[config.mk]
export PLATFORM = sky130hd
export DESIGN_NAME = alu_accumulator
export DESIGN_NICKNAME = d
export VERILOG_FILES = /design/src/rtl/alu_accumulator.sv
export SDC_FILE = /design/constraint.sdc
export NUM_CORES = 1
export LEC_CHECK = 0
export ABC_CLOCK_PERIOD_IN_PS = 2700
export CORE_UTILIZATION = 30
export CTS_BUF_LIST = sky130_fd_sc_hd__clkbuf_16
export DETAILED_ROUTE_END_ITERATION = 10
export HOLD_SLACK_MARGIN = 0.1
export PLACE_DENSITY_LB_ADDON = 0.3
export SETUP_SLACK_MARGIN = 0.15
export SYNTH_ARGS = -nofsm -noshare
export SYNTH_HDL_FRONTEND = slang
export SYNTH_SLANG_ARGS = --single-unit
[constraint.sdc]
create_clock -name clk -period 2.7 [get_ports clk]
set_input_delay 0.54 -clock clk [delete_from_list [all_inputs] [get_ports clk]]
set_output_delay 0.54 -clock clk [all_outputs]
set_load 0.05 [all_outputs]
[src/rtl/alu_accumulator.sv]
// Accumulator datapath slice: WIDTH-bit accumulator plus a combinational add/and/or/xor ALU.
// Define ALU_FLAG_REG_EN to register the status flags on ALU writebacks instead of driving them combinationally.
module alu_accumulator #(
    parameter int WIDTH = 4
) (
    input  logic             clk,
    input  logic             rst_n,
    input  logic [WIDTH-1:0] tin,
    input  logic [WIDTH-1:0] pin,
    input  logic             uacc,
    input  logic             inmode,
    input  logic             outmode,
    input  logic [1:0]       cmode,
    output logic [WIDTH-1:0] bus,
    output logic [2:0]       flgs
);

    localparam logic [1:0] OP_ADD = 2'b00;
    localparam logic [1:0] OP_AND = 2'b01;
    localparam logic [1:0] OP_OR  = 2'b10;
    localparam logic [1:0] OP_XOR = 2'b11;

    logic [WIDTH-1:0] acc_q;
    logic [WIDTH-1:0] acc_d;
    logic [WIDTH:0]   sum;
    logic [WIDTH-1:0] alu_res;
    logic             alu_carry;
    logic [2:0]       alu_flags;

    assign sum = {1'b0, acc_q} + {1'b0, tin};

    always_comb begin
        alu_res   = '0;
        alu_carry = 1'b0;
        case (cmode)
            OP_ADD: begin
                alu_res   = sum[WIDTH-1:0];
                alu_carry = sum[WIDTH];
            end
            OP_AND:  alu_res = acc_q & tin;
            OP_OR:   alu_res = acc_q | tin;
            OP_XOR:  alu_res = acc_q ^ tin;
            default: alu_res = '0;
        endcase
    end

    // Flag order on the port: {sign, zero, carry}.
    assign alu_flags = {alu_res[WIDTH-1], (alu_res == '0), alu_carry};

    always_comb begin
        acc_d = acc_q;
        if (uacc) begin
            acc_d = inmode ? pin : alu_res;
        end
    end

    always_ff @(posedge clk or negedge rst_n) begin
        if (!rst_n) begin
            acc_q <= '0;
        end else begin
            acc_q <= acc_d;
        end
    end

    assign bus = outmode ? alu_res : acc_q;

`ifdef ALU_FLAG_REG_EN
    logic [2:0] flgs_q;
    logic [2:0] flgs_d;

    // Capture only the flags of a result that is actually written back to the accumulator.
    always_comb begin
        flgs_d = flgs_q;
        if (uacc && !inmode) begin
            flgs_d = alu_flags;
        end
    end

    always_ff @(posedge clk or negedge rst_n) begin
        if (!rst_n) begin
            flgs_q <= '0;
        end else begin
            flgs_q <= flgs_d;
        end
    end

    assign flgs = flgs_q;
`else
    assign flgs = alu_flags;
`endif

endmodule

==> results.md, run 1 <==
* # H-tree levels at 1
* Die Ht at 46.79 um
* Failing checks: negative setup slack
* Placed instance area at around 1000 sq um
* Pre-CTS setup slack at -528.3 ps
* Top FF cell, synth: dfrtp_1
* Clk_lat worst skew at roughly 220 ps
* CTS tree: yes
* CP Max Fanout at 2
* Max Fclk at about 0.36 GHz
* Core ar. at around 1800 sq um
* Yosys warns at 0
* Vias in the first global route at 644
* Tightest Hold Check Type: in2async
* Final hold vios at 0
* Die Area at 2189 sq um
* # nets final at 140
* Reg-to-reg slack, setup at 660 ps
* Tmin final at between 2000 and 3000 ps
* Clk buf depth at 2
* EDFF count, synth at 0
* Net Count, Synth at around 100
* Power Density at 569.6 nW/um^2
* Most flops, register: acc_q
* Initial Utilization at 0.3340
* Worst Tran Pin Value at approximately 440 ps
* First-pass GRT wire length at 2.808 mm
* Regs by FF count: acc_q (4)
* Clk pin slew, worst setup/hold paths at around 30 ps
* Ant diodes at 0
* Reg-to-reg endpoint: acc_q[1]
* IO Count at 22
* Dpl hpwl at ~1.2 mm
* Final Total Pwr at 0.6593 mW
* Routed WL at ~1.7 mm
* IO Port Bufs at 21
* Grt ovf at 0
* Area Growth Syn to Fin at 92.31%
* Commonest cells post-synth: inv_1, a21oi_1, nor2_1, ha_1
* DRT antenna net count at 0
* Drt first pass iters at 4
* Final Wtd Congestion at between 0.7 and 0.8
* Root Buffer: clkbuf_16
* # DRC at 0
* Finished Core Util at 0.6424
* Iter 0 DRT Violations at 15
* Average cell area after synthesis at 7.618 sq um
* Period Utilization, post-route at 1.023
* Pleak at 0.5361 nW
* FF-to-FF path depth at 8
* Worst EP required at around 2200 ps
* Synth unique cells at 26
* TritonCTS Sinks at 4
* RSZ-0062 raised after global routing: true
* Post-synthesis register bit count at 4
* Hold Buf Count CTS at 0
* Slew Limit Headroom at 0.7045
* Initial antenna violation count at 0
* Ranking of synthesized cells by area: dfrtp_1, ha_1, inv_1
* Fraction of registers with async set/reset at 1.000
* Wirelength per Cell at around 12 um
* Rows at 15
* Maximum VDD drop at slightly above 0.5 mV
* RR Startpoint: acc_q[0]
* Yosys top cell by area: dfrtp_1
* Largest net degree at the start of global routing at 10
* Post-route cell area at roughly 1200 sq um
* Outcome: complete, but fails checks
* Skew final at about 1.4 ps
* Synth Cell Area at 601.8 sq um
* Crit end category: output pin
* Sequential-to-total area share from yosys stat at 0.1663
* Layout cells sized above 1 at 0.4474
* Most frequent cell after synthesis: inv_1
* Die X at 46.79 um
* Max reg flops at 4
* Worst setup path start: tin[0]
* Kind of critical path: in2out
* Final setup margin at -63.12 ps
* All-Layer GR Usage at 0.1867
* Final setup fails at 2
* Vias post-DR at a little under 700
* Crit path DAT at ~2200 ps
* Post-synthesis cell count at between 70 and 80
* Worst Setup Start Kind: primary input
* Num CTS Buffers at 3
* Number of max-cap violations at 0
* Yosys top cell area share at 0.1663
* Detailed-route vias per instance at ~4.8
* Final slew viol count at 0
==> through the flow <==
| step | hold slack, ps | TNS (ps) | instances |
|---|---|---|---|
| detailed placement | 597.7 | -2211 | 133 |
| CTS | 534.1 | -120.5 | 138 |
| global route | 541.9 | -305.4 | 139 |
| finish | 528.5 | -112.1 | 139 |
| floorplan | 244.4 | 0 | 79 |
| global placement | 551.7 | -2040 | 133 |
==> cell usage in the layout (no fill, tap or decap), types with 2 or more instances in the layout <==
cell	n
a21o_1	2
buf_12	5
inv_2	4
clkbuf_16	3
buf_6	3
nand3_1	2
o21ai_0	2
nand2_1	3
ha_4	4
ha_1	3
dfrtp_1	4
dlygate4sd2_1	2
nor2_1	7
a21oi_1	5
inv_1	10
nor2_2	2
a21oi_4	3
nor2b_1	2
mux2i_1	3
buf_4	15
clkdlybuf4s50_1	8
==> critical path: stages <==
cell,delay [ps]
buf_6,80
ha_4,120
inv_2,30
fa_1,470
inv_1,40
mux4_2,500
nor2_2,120
and3_4,200
buf_12,130
==> timing repair <==
action | in CTS | in global routing
gates resized for setup | 27 | 10
setup buffers | 2 | 1
endpoints found under the setup margin | 7 | 6
pin swaps | 6 | 7
==> cell type report <==
type	instances	area, sq um
Clock buffer	3	75.07
Multi-Input combinational cell	57	531.8
Timing Repair Buffer	36	366.6
Inverter	14	52.55
Fill cell	153	644.4
Tap cell	25	31.28
Sequential cell	4	100.1
==> how the worst max path moves through the flow <==
stage	end	cells after the start
floorplan	flgs[1]	7
global placement	flgs[1]	9
detailed placement	flgs[1]	9
CTS	flgs[1]	8
global route	flgs[1]	8
finish	flgs[1]	9
==> metal layers <==
layer | vias to the layer above | global-route usage | wire length, um
li1 | 341 | - | -
met1 | 317 | 0.2335 | 719
met2 | 15 | 0.3083 | 950
met3 | 0 | 0.03846 | 46
met4 | 0 | 0.08571 | 0
met5 | - | 0 | 0
==> power breakdown <==
part / internal, mW / leakage, nW / switching [mW]
Combinational: 0.170 / 0.452 / 0.181
Sequential: 0.0695 / 0.0469 / 0.00906
Clock: 0.189 / 0.0370 / 0.0407
Total: 0.429 / 0.536 / 0.231
==> cells by family (layout without fill, tap and decap cells) <==
logic type | count (synthesis) | after routing | synth area share
compound gates | 21 | 21 | 0.2287
fa+ha+maj | 9 | 9 | 0.1996
buf+inv | 18 | 53 | 0.1434
flops | 4 | 4 | 0.1663
mux | 4 | 4 | 0.08732
simple gates | 23 | 23 | 0.1746
No activity file was read; power rests on OpenSTA's default activity.
==> inputs of run 2 (changes only) <==
- CELL_PAD_IN_SITES_DETAIL_PLACEMENT: not set -> 1
- CELL_PAD_IN_SITES_GLOBAL_PLACEMENT: not set -> 2
- CORE_ASPECT_RATIO: not set -> 0.5
- CORE_UTILIZATION: 30 -> 23
==> run 2 against run 1 <==
- the flow still finishes with violations (negative setup slack)
- power grew 6.9%
- sequential power grew 2.9%
- combinational power grew 12%
- largest cell class unchanged
- setup slack lost 33 ps
- sequential share of layout area shrank 0.76 points
- first-iteration DRC count grew 47%
- clock power is essentially flat
- routed wire length grew 24%
- flip-flop and latch count is the same
- clock skew is essentially flat
- highest routed layer is now met4
- utilization shrank 10 points
==> results.md, run 2 (synthesized netlist as in run 1, its figures left out) <==
* Tmin final at around 2800 ps
* Most frequent cells in the layout: buf_4, inv_1, clkdlybuf4s50_1, nor2_1
* Crit path DAT at 2260 ps
* Wire length on met3 at between 50 and 60 um
* Reg-to-reg slack, setup at slightly above 500 ps
* Drt first pass iters at 4
* Tightest Hold Check Type: in2async
* Leading cell type in the layout, fill and taps excluded: buf_4
* Iter 0 DRT Violations at 22
* CP cell instances: ha_4 -> inv_2 -> fa_1 -> inv_1 -> mux4_2 -> nor2_2 -> and3_4 -> buf_12
* RR Startpoint: acc_q[0]
* Placed instance area at roughly 1000 sq um
* # nets final at roughly 150
* Pleak at between 0.5 and 0.6 nW
* Maximum VDD drop at ~0.35 mV
* Fill cells at roughly 270
* Worst Setup Start Kind: register
* Die Area at between 2000 and 3000 sq um
* Reg-to-reg endpoint: acc_q[1]
* First-pass GRT wire length at 3.491 mm
* Met1 Routed Length at roughly 980 um
* Worst EP required at around 2200 ps
* Wirelength per Cell at 13.82 um
* All-Layer GR Usage at 0.1727
* Pint at approximately 0.45 mW
* Final hold vios at 0
* # DRC at 0
* Final Wtd Congestion at ~0.75
* Finished Core Util at 0.5417
* Vias in the first global route at 742
* Skew final at roughly 1.0 ps
* Max reg flops at 4
* Failing checks: negative setup slack
* Most flops, register: acc_q
* RSZ-0062 raised after global routing: true
* Largest net degree at the start of global routing at 10
* Die X at 74.34 um
* Root Buffer: clkbuf_16
* Metal2 WL at roughly 1.1 mm
* Clk pwr share at 0.327
* Detailed-route vias per instance at 4.649
* Worst setup path start: acc_q[0]
* IO Port Bufs at 21
* Num CTS Buffers at 3
* Final setup fails at 2
* Routed WL at around 2.1 mm
* Slew Limit Headroom at 0.6677
* Regs by FF count: acc_q (4)
* Final slew viol count at 0
* Period Utilization, post-route at 1.036
* Hold slack at 524.2 ps
* Layout cells sized above 1 at 0.5126
* DRT antenna net count at 0
* Sequential share of power at 0.115
* Crit end category: output pin
* # H-tree levels at 1
* Critical Path Sink: flgs[1]
* Dpl hpwl at roughly 1.5 mm
* Logic pwr share at 0.558
* CTS tree: yes
* Highest routing layer actually used: met4
* Switching share of power at 0.3613
* Clk buf depth at 2
* Initial antenna violation count at 0
* Outcome: complete, but fails checks
* Worst Tran Pin Value at about 500 ps
* Area Growth Syn to Fin at 110.8%
* Number of max-cap violations at 0
* CP Max Fanout at 3
* Max Fclk at 0.3576 GHz
* Ant diodes at 0
* Placed Instances at ~140
* Fin cells at 154
* FF-to-FF path depth at 8
* Switching Power at roughly 0.25 mW
* Power Density at ~560 nW/um^2
* Biggest cell delay along the critical path at slightly above 500 ps
* Pre-CTS setup slack at -586.9 ps
* Post-route cell area at ~1300 sq um
* Core ar. at approximately 2300 sq um
* Clk_lat worst skew at approximately 220 ps
* IO Count at 22
* Rows at 12
* Clk pin slew, worst setup/hold paths at ~30 ps
* TritonCTS Sinks at 4
* Final setup margin at -96.56 ps
* Grt ovf at 0
* Vias post-DR at 716
* Kind of critical path: reg2out
* Initial Utilization at 0.2569
* Die Ht at approximately 38 um
* Worst path slowest cell: mux4_2
==> run 2: cell count changes in the layout (fill, tap and decap cells not counted), sizes merged <==
cell	delta
buf	+5
clkdlybuf4s50	+2
dlymetal6s2s	-1
clkbuf	-1
==> run 2: layer usage <==
layer  GRT usage  vias to the layer above
met5           0                        -
met4     0.05660                        0
met3     0.01579                        2
met2      0.3295                       15
met1      0.2088                      351
li1            -                      348
==> run 2: final cells by class <==
type                            instances  area, sq um  share of cell area
Clock buffer                            3        75.07             0.05917
Tap cell                               35        43.79             0.03452
Multi-Input combinational cell         57        590.6              0.4655
Sequential cell                         4        100.1             0.07890
Inverter                               14        52.55             0.04142
Timing Repair Buffer                   41        406.6              0.3205
==> run 2: power groups by stage <==
stage	sequential (mW)	clock, mW	combinational (mW)
global placement	0.0799	0	0.297
floorplan	0.0765	0	0.175
CTS	0.0815	0.233	0.377
finish	0.0808	0.231	0.393
detailed placement	0.0808	0	0.306
global route	0.0820	0.239	0.420
==> run 2: how the worst min path moves through the flow <==
stage | startpoint | to | slack, ps | cells after the start
floorplan | rst_n | acc_q[0] | 240 | 0
finish | rst_n | acc_q[2] | 520 | 1
detailed placement | acc_q[0] | acc_q[0] | 620 | 2
global placement | acc_q[1] | acc_q[1] | 590 | 2
global route | rst_n | acc_q[1] | 540 | 1
CTS | rst_n | acc_q[2] | 530 | 1
==> run 2: timing repair <==
action                     CTS  global route
setup endpoints to repair    7             5
pin swaps                    9             1
hold buffers                 0             0
hold endpoints to repair     0             0
gates resized for setup     43             1
cloned                       0             0
buffers inserted             5             2
==> run 2: through the flow <==
step / power [mW] / TNS [ps]
final: 0.7046 / -104.6
after global routing: 0.7417 / -329.7
after CTS: 0.6921 / -117.3
after detailed placement: 0.3868 / -2403
after global placement: 0.3771 / -2134
after floorplan: 0.2512 / 0
==> run 2: worst max-delay path, delay by kind of cell (launching register included) <==
kind / cells / cell delay [ps]
buffers and inverters: 3 / 210
DFF: 1 / 390
muxes: 1 / 510
adders and majority gates: 2 / 630
and+or+nand+nor: 2 / 300
